File: src/rtl/mau_pkg.sv
// mau_pkg: access-size codes, FSM state type and lane-mask helper for mem_access_unit
package mau_pkg;
  localparam logic [1:0] SIZE_BYTE = 2'b00;
  localparam logic [1:0] SIZE_HALF = 2'b01;
  localparam logic [1:0] SIZE_WORD = 2'b10;
  typedef enum logic {IDLE, RMW} state_t;
  function automatic logic [31:0] lane_mask(input logic [1:0] size, input logic [1:0] off);
    return size == SIZE_BYTE ? 32'hFF00_0000 >> {off, 3'b000} :
           size == SIZE_HALF ? 32'hFFFF_0000 >> {off, 3'b000} : 32'hFFFF_FFFF;
  endfunction
endpackage

File: src/rtl/mau_lane_unit.sv
// mau_lane_unit: big-endian load extract/extend and store lane merge
//   ld_size/ld_off/ld_unsigned/ld_word -> ld_data : extended load lane
//   st_size/st_off/st_wdata/st_word    -> st_data : st_word with target lane replaced
module mau_lane_unit
  import mau_pkg::*;
(
  input  logic [1:0]  ld_size,
  input  logic [1:0]  ld_off,
  input  logic        ld_unsigned,
  input  logic [31:0] ld_word,
  output logic [31:0] ld_data,
  input  logic [1:0]  st_size,
  input  logic [1:0]  st_off,
  input  logic [31:0] st_wdata,
  input  logic [31:0] st_word,
  output logic [31:0] st_data
);
  logic [31:0] shifted, placed, mask;
  logic        sign;
  // Shift the addressed lane up to [31:...] so byte/half extraction is offset-free.
  assign shifted = ld_word << {ld_off, 3'b000};
  assign sign    = ~ld_unsigned & shifted[31];
  assign ld_data = ld_size == SIZE_BYTE ? {{24{sign}}, shifted[31:24]} :
                   ld_size == SIZE_HALF ? {{16{sign}}, shifted[31:16]} : ld_word;
  assign placed  = st_size == SIZE_BYTE ? {st_wdata[7:0], 24'h0} >> {st_off, 3'b000} :
                   st_size == SIZE_HALF ? {st_wdata[15:0], 16'h0} >> {st_off, 3'b000} : st_wdata;
  assign mask    = lane_mask(st_size, st_off);
  assign st_data = (st_word & ~mask) | (placed & mask);
endmodule

File: src/rtl/mem_access_unit.sv
// mem_access_unit: load/store requests to big-endian 32-bit data memory, RMW for sub-word stores
//   clk, rst (async active-low); req_* handshake in; resp_* one-cycle response out;
//   mem_read/mem_write/mem_address/mem_write_data out, mem_read_data in (combinational)
module mem_access_unit
  import mau_pkg::*;
#(
  parameter int MEM_ADDR_BITS = 16
) (
  input  logic        clk,
  input  logic        rst,
  input  logic        req_valid,
  output logic        req_ready,
  input  logic        req_write,
  input  logic [1:0]  req_size,
  input  logic        req_unsigned,
  input  logic [31:0] req_addr,
  input  logic [31:0] req_wdata,
  output logic        resp_valid,
  output logic [31:0] resp_data,
  output logic        resp_err,
  output logic        mem_read,
  output logic        mem_write,
  output logic [31:0] mem_address,
  output logic [31:0] mem_write_data,
  input  logic [31:0] mem_read_data
);
  state_t      state, state_n;
  logic [31:0] word_addr, cap_addr, cap_word, cap_wdata, ld_data, st_data;
  logic [1:0]  cap_off, cap_size;
  logic        accept, err, go_rmw, fin, done_ld;
  logic        unused_hi;
  assign unused_hi = ^req_addr[31:MEM_ADDR_BITS];
  assign word_addr = {{(32 - MEM_ADDR_BITS){1'b0}}, req_addr[MEM_ADDR_BITS-1:2], 2'b00};
  assign req_ready = state == IDLE;
  assign accept    = req_valid & req_ready;
  assign err       = req_size == 2'b11 || (req_size == SIZE_HALF && req_addr[0]) ||
                     (req_size == SIZE_WORD && req_addr[1:0] != 2'b00);
  assign go_rmw    = accept & ~err & req_write & (req_size != SIZE_WORD);
  assign done_ld   = accept & ~err & ~req_write;
  assign fin       = (accept & ~go_rmw) | (state == RMW);
  mau_lane_unit u_lane (
    .ld_size    (req_size),
    .ld_off     (req_addr[1:0]),
    .ld_unsigned(req_unsigned),
    .ld_word    (mem_read_data),
    .ld_data    (ld_data),
    .st_size    (cap_size),
    .st_off     (cap_off),
    .st_wdata   (cap_wdata),
    .st_word    (cap_word),
    .st_data    (st_data)
  );
  always_comb begin
    state_n        = go_rmw ? RMW : IDLE;
    mem_read       = accept & ~err & (~req_write | req_size != SIZE_WORD);
    mem_write      = (state == RMW) | (accept & ~err & req_write & req_size == SIZE_WORD);
    mem_address    = state == RMW ? cap_addr : (mem_read | mem_write) ? word_addr : 32'h0;
    mem_write_data = state == RMW ? st_data : mem_write ? req_wdata : 32'h0;
  end
  always_ff @(posedge clk or negedge rst) begin
    if (!rst) begin
      state      <= IDLE;
      resp_valid <= 1'b0;
      resp_data  <= 32'h0;
      resp_err   <= 1'b0;
      cap_addr   <= 32'h0;
      cap_word   <= 32'h0;
      cap_wdata  <= 32'h0;
      cap_off    <= 2'b00;
      cap_size   <= 2'b00;
    end else begin
      state      <= state_n;
      resp_valid <= fin;
      if (fin) begin
        resp_data <= done_ld ? ld_data : 32'h0;
        resp_err  <= accept & err;
      end
      if (go_rmw) begin
        cap_addr  <= word_addr;
        cap_word  <= mem_read_data;
        cap_wdata <= req_wdata;
        cap_off   <= req_addr[1:0];
        cap_size  <= req_size;
      end
    end
  end
endmodule
File: config.mk
export PLATFORM = sky130hd
export DESIGN_NAME = mem_access_unit
export DESIGN_NICKNAME = d
export VERILOG_FILES = /design/src/rtl/mau_pkg.sv /design/src/rtl/mau_lane_unit.sv /design/src/rtl/mem_access_unit.sv
export SDC_FILE = /design/constraint.sdc
export NUM_CORES = 1
export LEC_CHECK = 0
export BUFFER_PORTS_ARGS = -buffer_cell sky130_fd_sc_hd__buf_2
export CAP_MARGIN = 0
export CORE_ASPECT_RATIO = 0.7
export CORE_MARGIN = 1.5
export CORE_UTILIZATION = 53
export DETAILED_ROUTE_END_ITERATION = 12
export PLACE_DENSITY = 0.81
export SLEW_MARGIN = 15
export SYNTH_ARGS = -nofsm -noshare
export SYNTH_HDL_FRONTEND = slang
export SYNTH_HIERARCHICAL = 1
export SYNTH_SLANG_ARGS = --single-unit
File: constraint.sdc
create_clock -name clk -period 3.1 [get_ports clk]
set_input_delay 0.62 -clock clk [delete_from_list [all_inputs] [get_ports clk]]
set_output_delay 0.62 -clock clk [all_outputs]
set_load 0.03 [all_outputs]
==> results.toml, run 1 <==
[power_and_ir_drop]
p_per_area_mw_per_mm2 = 638
comb_power_share_pct = 28.2
p_seq_share_pct = 35.7
clkPwrFrac_pct = 36.1
power_switching_mw = 1.93
vdd_drop_max_mv = 0.493
p_int_mw = 3.82
p_leak_nw = 4.26
swShare_pct = 33.5
total_power_mw = 5.75

[setup_path]
reg2reg_to = "cap_word[12]"
timing_worst_setup_path_type = "register to primary output"
crit_required_ns = 2.48
r2r_slack_ns = 1.27
worstPathCellList = "inv_1 -> ha_1 -> mux2_4 -> or2_4 -> a31oi_2 -> nand2_1 -> o21ai_0 -> buf_4"
reg2regPathDepth = 4
reg2reg_from = "state"
slowest_delay_ns = 0.41
critPathMaxFanout = 9
cp_slowest_cell = "dfrtp_2"
cp.arrival_ns = 2.41
end_kind = "primary output"
cp-start-kind = "register"

[global_route]
use_met1_pct = 42.5
use_met2_pct = 44.0
grt_usage_pct = 29.8
grt_pass1_wl_mm = 33.5
antenna_found_initial = 1
grt_max_degree = 59
busiest_layer = "met2"
gr-total-overflow = 0
grt_pass1_vias = 6188
use_met3_pct = 8.89

[cts]
cts_tree = "done"
clock_latency_ns = 0.41
htree_levels = 4
clockRootBuffer = "clkbuf_16"
clk_pin_slew_ns = 0.06
clockBufferDepth = 2
cts_buffers = 17
cts_hold_buf = 0
cts.sinks = 117

[layout]
num-nets-final = 1001
area_growth_pct = 22.3
fin_util_pct = 67.4
multi_input_area_mm2 = 0.00403
nFillCells = 992
layout.area.seq_mm2 = 0.00293
final_cell_area_mm2 = 0.00901
drive_gt1_share_pct = 30.2

[route]
wl_mm = 21.8
avgRoutedWirePerCell_um = 20.0
ant_nets = 0
firstDrtPassIters = 5
drc = 0
drtIter0Drc = 868
via_count = 6795
vias_per_cell = 6.22

[synth]
synthCells = 742
synth_seq_area_share_pct = 39.7
synth_top_area_share_pct = 39.7
synth_commonest_cells = "131 x nand2_1, 117 x dfrtp_1, 78 x mux2_1"
synth-async-reset-ratio_pct = 100
synthDistinctLibCells = 59
netlist_top_cells_area = "dfrtp_1 40%, mux2_1 12%, nand2_1 6.7%"
synth-seq-cells = 117
ys_warn_count = 6
synth-main-ff-cell = "dfrtp_1"
synth.most_common_cell = "nand2_1"
yosysTopAreaCell = "dfrtp_1"
avgSynthCellArea_um2 = 9.93
synth_edf_count = 0
syn-cell-area_mm2 = 0.00737

[sta]
maxSlewHeadroom_pct = 50.9
setup_ws_ns = 0.0654
holdWs_ns = 0.262
tightest_slew_ns = 0.734
fin_crit_sh_pct = 97.9
finClkSkew_ns = 0.00512
hold_viol = 0
final_max_slew_viol_count = 0
setup_viol = 0
layout_min_cycle_time_ns = 3.03
fmax_mhz = 330
rsz0062_at_grt = "true"

[placement]
portBuffers = 169
dpl_cell_area_mm2 = 0.00824
hpwlAfterDp_mm = 15.2
dp_slack_ns = 0.280
gp_congestion = 0.959

[die]
pin_count = 204
die_y_um = 102
die_w_um = 144
num_rows = 35
dieArea_mm2 = 0.0146
start_util_pct = 55.1
coreArea_mm2 = 0.0134

[flow_run]
timing.max_cap.violations = 0

[run_status]
status = "complete, no violations"

[worst_hold_path]
hold_class = "input pin to async pin"
cell families (layout without fill, tap and decap cells):
kind of cell    count (synthesis)  count (layout)  synth area share, %
compound gates                188             188                 18.9
fa+ha+maj                       4               4                0.679
buf+inv                        95             242                 7.56
flops                         117             117                 39.7
mux                           109             109                 17.9
other cells                     1              19               0.0509
simple gates                  228             228                 15.1
registers in the layout (all words and copies together), names as in the netlist:
name        cells
resp_valid      1
cap_off         2
resp_err        1
resp_data      32
cap_word       32
cap_wdata      32
cap_size        2
state           1
cap_addr       14
stage by stage:
step | TNS, ns | cells
after floorplan | 0 | 759
after global routing | -0.0273 | 1091
final | 0 | 1092
after CTS | 0 | 1089
after detailed placement | 0 | 1056
after global placement | 0 | 1056
worst max-delay path by stage:
stage,start,end,slack (ns),cells past startpoint
final,cap_off[0],mem_write_data[13],0.07,8
after detailed placement,cap_off[1],mem_write_data[15],0.28,8
after global routing,cap_off[0],mem_write_data[14],-0.01,8
after global placement,cap_off[1],mem_write_data[14],0.31,8
after floorplan,cap_off[0],mem_write_data[12],0.12,10
after CTS,cap_off[0],mem_write_data[12],0.05,8
final cells by class:
type	count	area share (%)
Sequential cell	117	32.6
Clock buffer	19	4.92
Timing Repair Buffer	195	12.5
Clock inverter	12	2.00
Inverter	16	0.667
Antenna cell	1	0.0278
Multi-Input combinational cell	547	44.8
Tap cell	185	2.57
worst max-delay path, delay by kind of cell, from the launching register on:
kind | cells | cell delay, ns
simple gates | 2 | 0.40
compound gates | 2 | 0.30
fa+ha+maj | 1 | 0.29
mux | 1 | 0.32
flops | 1 | 0.41
buf+inv | 2 | 0.28
per-layer routing:
| layer | wire length (um) | vias to the layer above |
|---|---|---|
| li1 | - | 3013 |
| met1 | 9250 | 3301 |
| met2 | 9470 | 441 |
| met3 | 2770 | 38 |
| met4 | 314 | 2 |
| met5 | 35 | - |
cells in the final DEF (no fill, tap or decap), types with 8 or more instances in the layout:
cell type / synthesis / routed
buf_4: 28 / 27
o21ai_0: 44 / 44
a22o_1: 14 / 14
a21oi_1: 21 / 21
conb_1: 1 / 18
nor3_1: 18 / 18
nand2b_1: 11 / 10
mux2i_1: 8 / 8
nand3b_1: 8 / 8
inv_1: 14 / 14
buf_2: 9 / 161
nor2_1: 21 / 21
a32o_1: 32 / 32
nand2_1: 131 / 131
dfrtp_1: 117 / 114
mux2_1: 78 / 78
clkbuf_16: 0 / 17
nor2b_1: 10 / 10
mux2_2: 14 / 14
a22oi_1: 13 / 12
a31oi_1: 17 / 13
power groups by stage:
| stage | logic, mW | clock network [mW] | registers (mW) |
|---|---|---|---|
| floorplan | 1.05 | 0 | 2.02 |
| global placement | 1.46 | 0 | 2.04 |
| detailed placement | 1.49 | 0 | 2.06 |
| CTS | 1.55 | 2.09 | 2.03 |
| global route | 1.74 | 2.16 | 2.08 |
| finish | 1.62 | 2.08 | 2.05 |
repair_timing:
action,CTS,global route
pin swaps,0,2
setup endpoints to repair,18,23
resized for setup,8,20
buffers inserted,2,2
No activity file was read; power rests on OpenSTA's default activity.
==> run 2: changes to the inputs <==
--- a/config.mk
+++ b/config.mk
@@ -5,13 +5,14 @@
 export SDC_FILE = /design/constraint.sdc
 export NUM_CORES = 1
 export LEC_CHECK = 0
+export ABC_AREA = 1
 export BUFFER_PORTS_ARGS = -buffer_cell sky130_fd_sc_hd__buf_2
 export CAP_MARGIN = 0
 export CORE_ASPECT_RATIO = 0.7
 export CORE_MARGIN = 1.5
-export CORE_UTILIZATION = 53
+export CORE_UTILIZATION = 54
 export DETAILED_ROUTE_END_ITERATION = 12
-export PLACE_DENSITY = 0.81
+export PLACE_DENSITY = 0.82
 export SLEW_MARGIN = 15
 export SYNTH_ARGS = -nofsm -noshare
 export SYNTH_HDL_FRONTEND = slang
==> run 2 against run 1 <==
  * Clock power grew 9%
  * Flip-flop and latch count is the same
  * Non-clock buffer count shrank 6
  * Final cell count grew 39%
  * Hold slack lost 0.040 ns
  * Global-route usage grew 3.6 points
  * Die area grew 0.14%
  * Critical path type unchanged
  * Utilization grew 0.34 points
==> results.toml, run 2 <==
[route]
avgRoutedWirePerCell_um = 15.7
vias_per_cell = 5.31
firstDrtPassIters = 6
drc = 0
wl_mm = 23.7
drtIter0Drc = 1013
ant_nets = 0
via_count = 8033

[synth]
synth_seq_area_share_pct = 39.0
netlist_top_cells_area = "dfrtp_1 39%, nand2_1 27%, nand3_1 7.4%"
yosysTopAreaCell = "dfrtp_1"
synthDistinctLibCells = 29
synth_commonest_cells = "533 x nand2_1, 117 x dfrtp_1, 111 x nand3_1"
synth.most_common_cell = "nand2_1"
synthCells = 1170
synth_edf_count = 0
synth_top_area_share_pct = 39.0
synth-main-ff-cell = "dfrtp_1"
ys_warn_count = 6
synth-async-reset-ratio_pct = 100
avgSynthCellArea_um2 = 6.42
syn-cell-area_mm2 = 0.00752
synth-seq-cells = 117

[sta]
holdWs_ns = 0.222
tightest_slew_ns = 0.959
setup_ws_ns = 0.171
layout_min_cycle_time_ns = 2.93
fmax_mhz = 341
setup_viol = 0
rsz0062_at_grt = "false"
final_max_slew_viol_count = 0
hold_viol = 0
tns_ns = 0
fin_crit_sh_pct = 94.5
finClkSkew_ns = 0.00633
maxSlewHeadroom_pct = 36.0

[layout]
top_regs = "cap_wdata: 32 flops, cap_word: 32 flops, resp_data: 32 flops"
fin_cells = 1513
antenna_cells = 0
final_cell_mix = "533 x nand2_1, 168 x buf_2, 117 x dfrtp_1"
final_common_cell = "nand2_1"
nFillCells = 1172
area_growth_pct = 20.4
num-nets-final = 1422
drive_gt1_share_pct = 18.9

[setup_path]
cp.arrival_ns = 2.31
end_kind = "primary output"
crit_required_ns = 2.48
cp_slowest_cell = "dfrtp_1"
slowest_delay_ns = 0.40
worstPathCellList = "buf_4 -> ha_1 -> o21ai_4 -> inv_2 -> nand3_1 -> nand2_1 -> nand2_1 -> o21ai_0 -> buf_2"
critPathMaxFanout = 23
critPathBufInv = 3
timing_worst_setup_path_type = "register to primary output"
crit_top_cell = "nand2_1"
cp-start-kind = "register"
cpLargestDelayFamily = "buffers and inverters"

[cts]
cts_buffers = 17
clk_pin_slew_ns = 0.06
clockRootBuffer = "clkbuf_16"
cts_hold_buf = 0
clock_latency_ns = 0.42
clockBufferDepth = 2
cts.sinks = 117
htree_levels = 4
cts_tree = "done"

[power_and_ir_drop]
p_seq_share_pct = 33.9
clkPwrFrac_pct = 39.5
p_int_mw = 3.71
swShare_pct = 35.4
p_leak_nw = 5.29
power_switching_mw = 2.03
comb_power_share_pct = 26.6
p_per_area_mw_per_mm2 = 634
vdd_drop_max_mv = 0.403

[die]
pin_count = 204
coreArea_mm2 = 0.0134
num_rows = 35
dieArea_mm2 = 0.0146
die_w_um = 144
start_util_pct = 56.3
die_y_um = 102

[placement]
dp.cells = 1479
hpwlAfterDp_mm = 17.0
gp_congestion = 0.984
portBuffers = 169
dp_slack_ns = 0.525

[flow_run]
timing.max_cap.violations = 0

[global_route]
grt_pass1_vias = 7290
gr-total-overflow = 0
grt_max_degree = 104
grt_pass1_wl_mm = 37.4
antenna_found_initial = 0
grt_usage_pct = 33.3

[run_status]
status = "complete, no violations"

[worst_hold_path]
hold_class = "input pin to async pin"
==> run 2: stage by stage <==
stage	power, mW	instance area (um2)	utilization, %
4_1_cts	5.69	9020	67.6
3_3_place_gp	3.39	8350	62.5
2_1_floorplan	2.96	7580	-
5_1_grt	6.02	9050	67.8
6_report	5.74	9050	67.8
3_5_place_dp	3.42	8350	62.5
==> run 2: what timing repair did <==
action                                  CTS  global route
gates resized for setup                   0             5
endpoints found under the setup margin    0            14
setup buffers                             0             2
==> run 2: power groups by stage <==
stage	clock network (mW)	logic (mW)	registers, mW
after floorplan	0	1.00	1.95
after global placement	0	1.43	1.95
after detailed placement	0	1.46	1.96
after CTS	2.27	1.48	1.94
after global routing	2.36	1.69	1.97
final	2.27	1.53	1.95
==> run 2: cell type report <==
| class | instances | area (um2) | share of cell area, % |
|---|---|---|---|
| Clock buffer | 19 | 453 | 5.00 |
| Clock inverter | 13 | 219 | 2.42 |
| Inverter | 111 | 422 | 4.66 |
| Multi-Input combinational cell | 879 | 3790 | 41.9 |
| Sequential cell | 117 | 2930 | 32.3 |
| Tap cell | 185 | 231 | 2.56 |
| Timing Repair Buffer | 189 | 1010 | 11.2 |
==> run 2: kinds of logic after synthesis <==
| kind of cell | count (synthesis) | share of synthesized area [%] |
|---|---|---|
| AOI/OAI and AO/OA | 148 | 10.2 |
| adders and majority gates | 4 | 0.666 |
| buffers and inverters | 191 | 11.7 |
| DFF | 117 | 39.0 |
| other | 1 | 0.0499 |
| and+or+nand+nor | 709 | 38.5 |
==> run 2: routing by layer <==
layer  part of all wire (%)  wire, um  GRT usage, %  vias up
li1                       -         -             -     3900
met1                     46     10800          49.1     3689
met2                     43     10100          49.2      416
met3                     11      2570          7.71       28
met4                    1.0       239          9.03        0
met5                      0         0             0        -
==> run 2: path summary, 6_finish.rpt <==
kind	start	endpoint	slack, ns	cells after the start
worst max-delay path	cap_off[0]	mem_write_data[21]	0.17	9
worst min-delay path	rst	cap_wdata[22]	0.22	1
worst max register to register	state	cap_wdata[25]	1.16	5
worst min register to register	cap_word[27]	cap_word[27]	0.48	2
max in group asynchronous	rst	cap_word[4]	2.14	2
min in group clk	req_addr[5]	cap_addr[5]	0.44	3
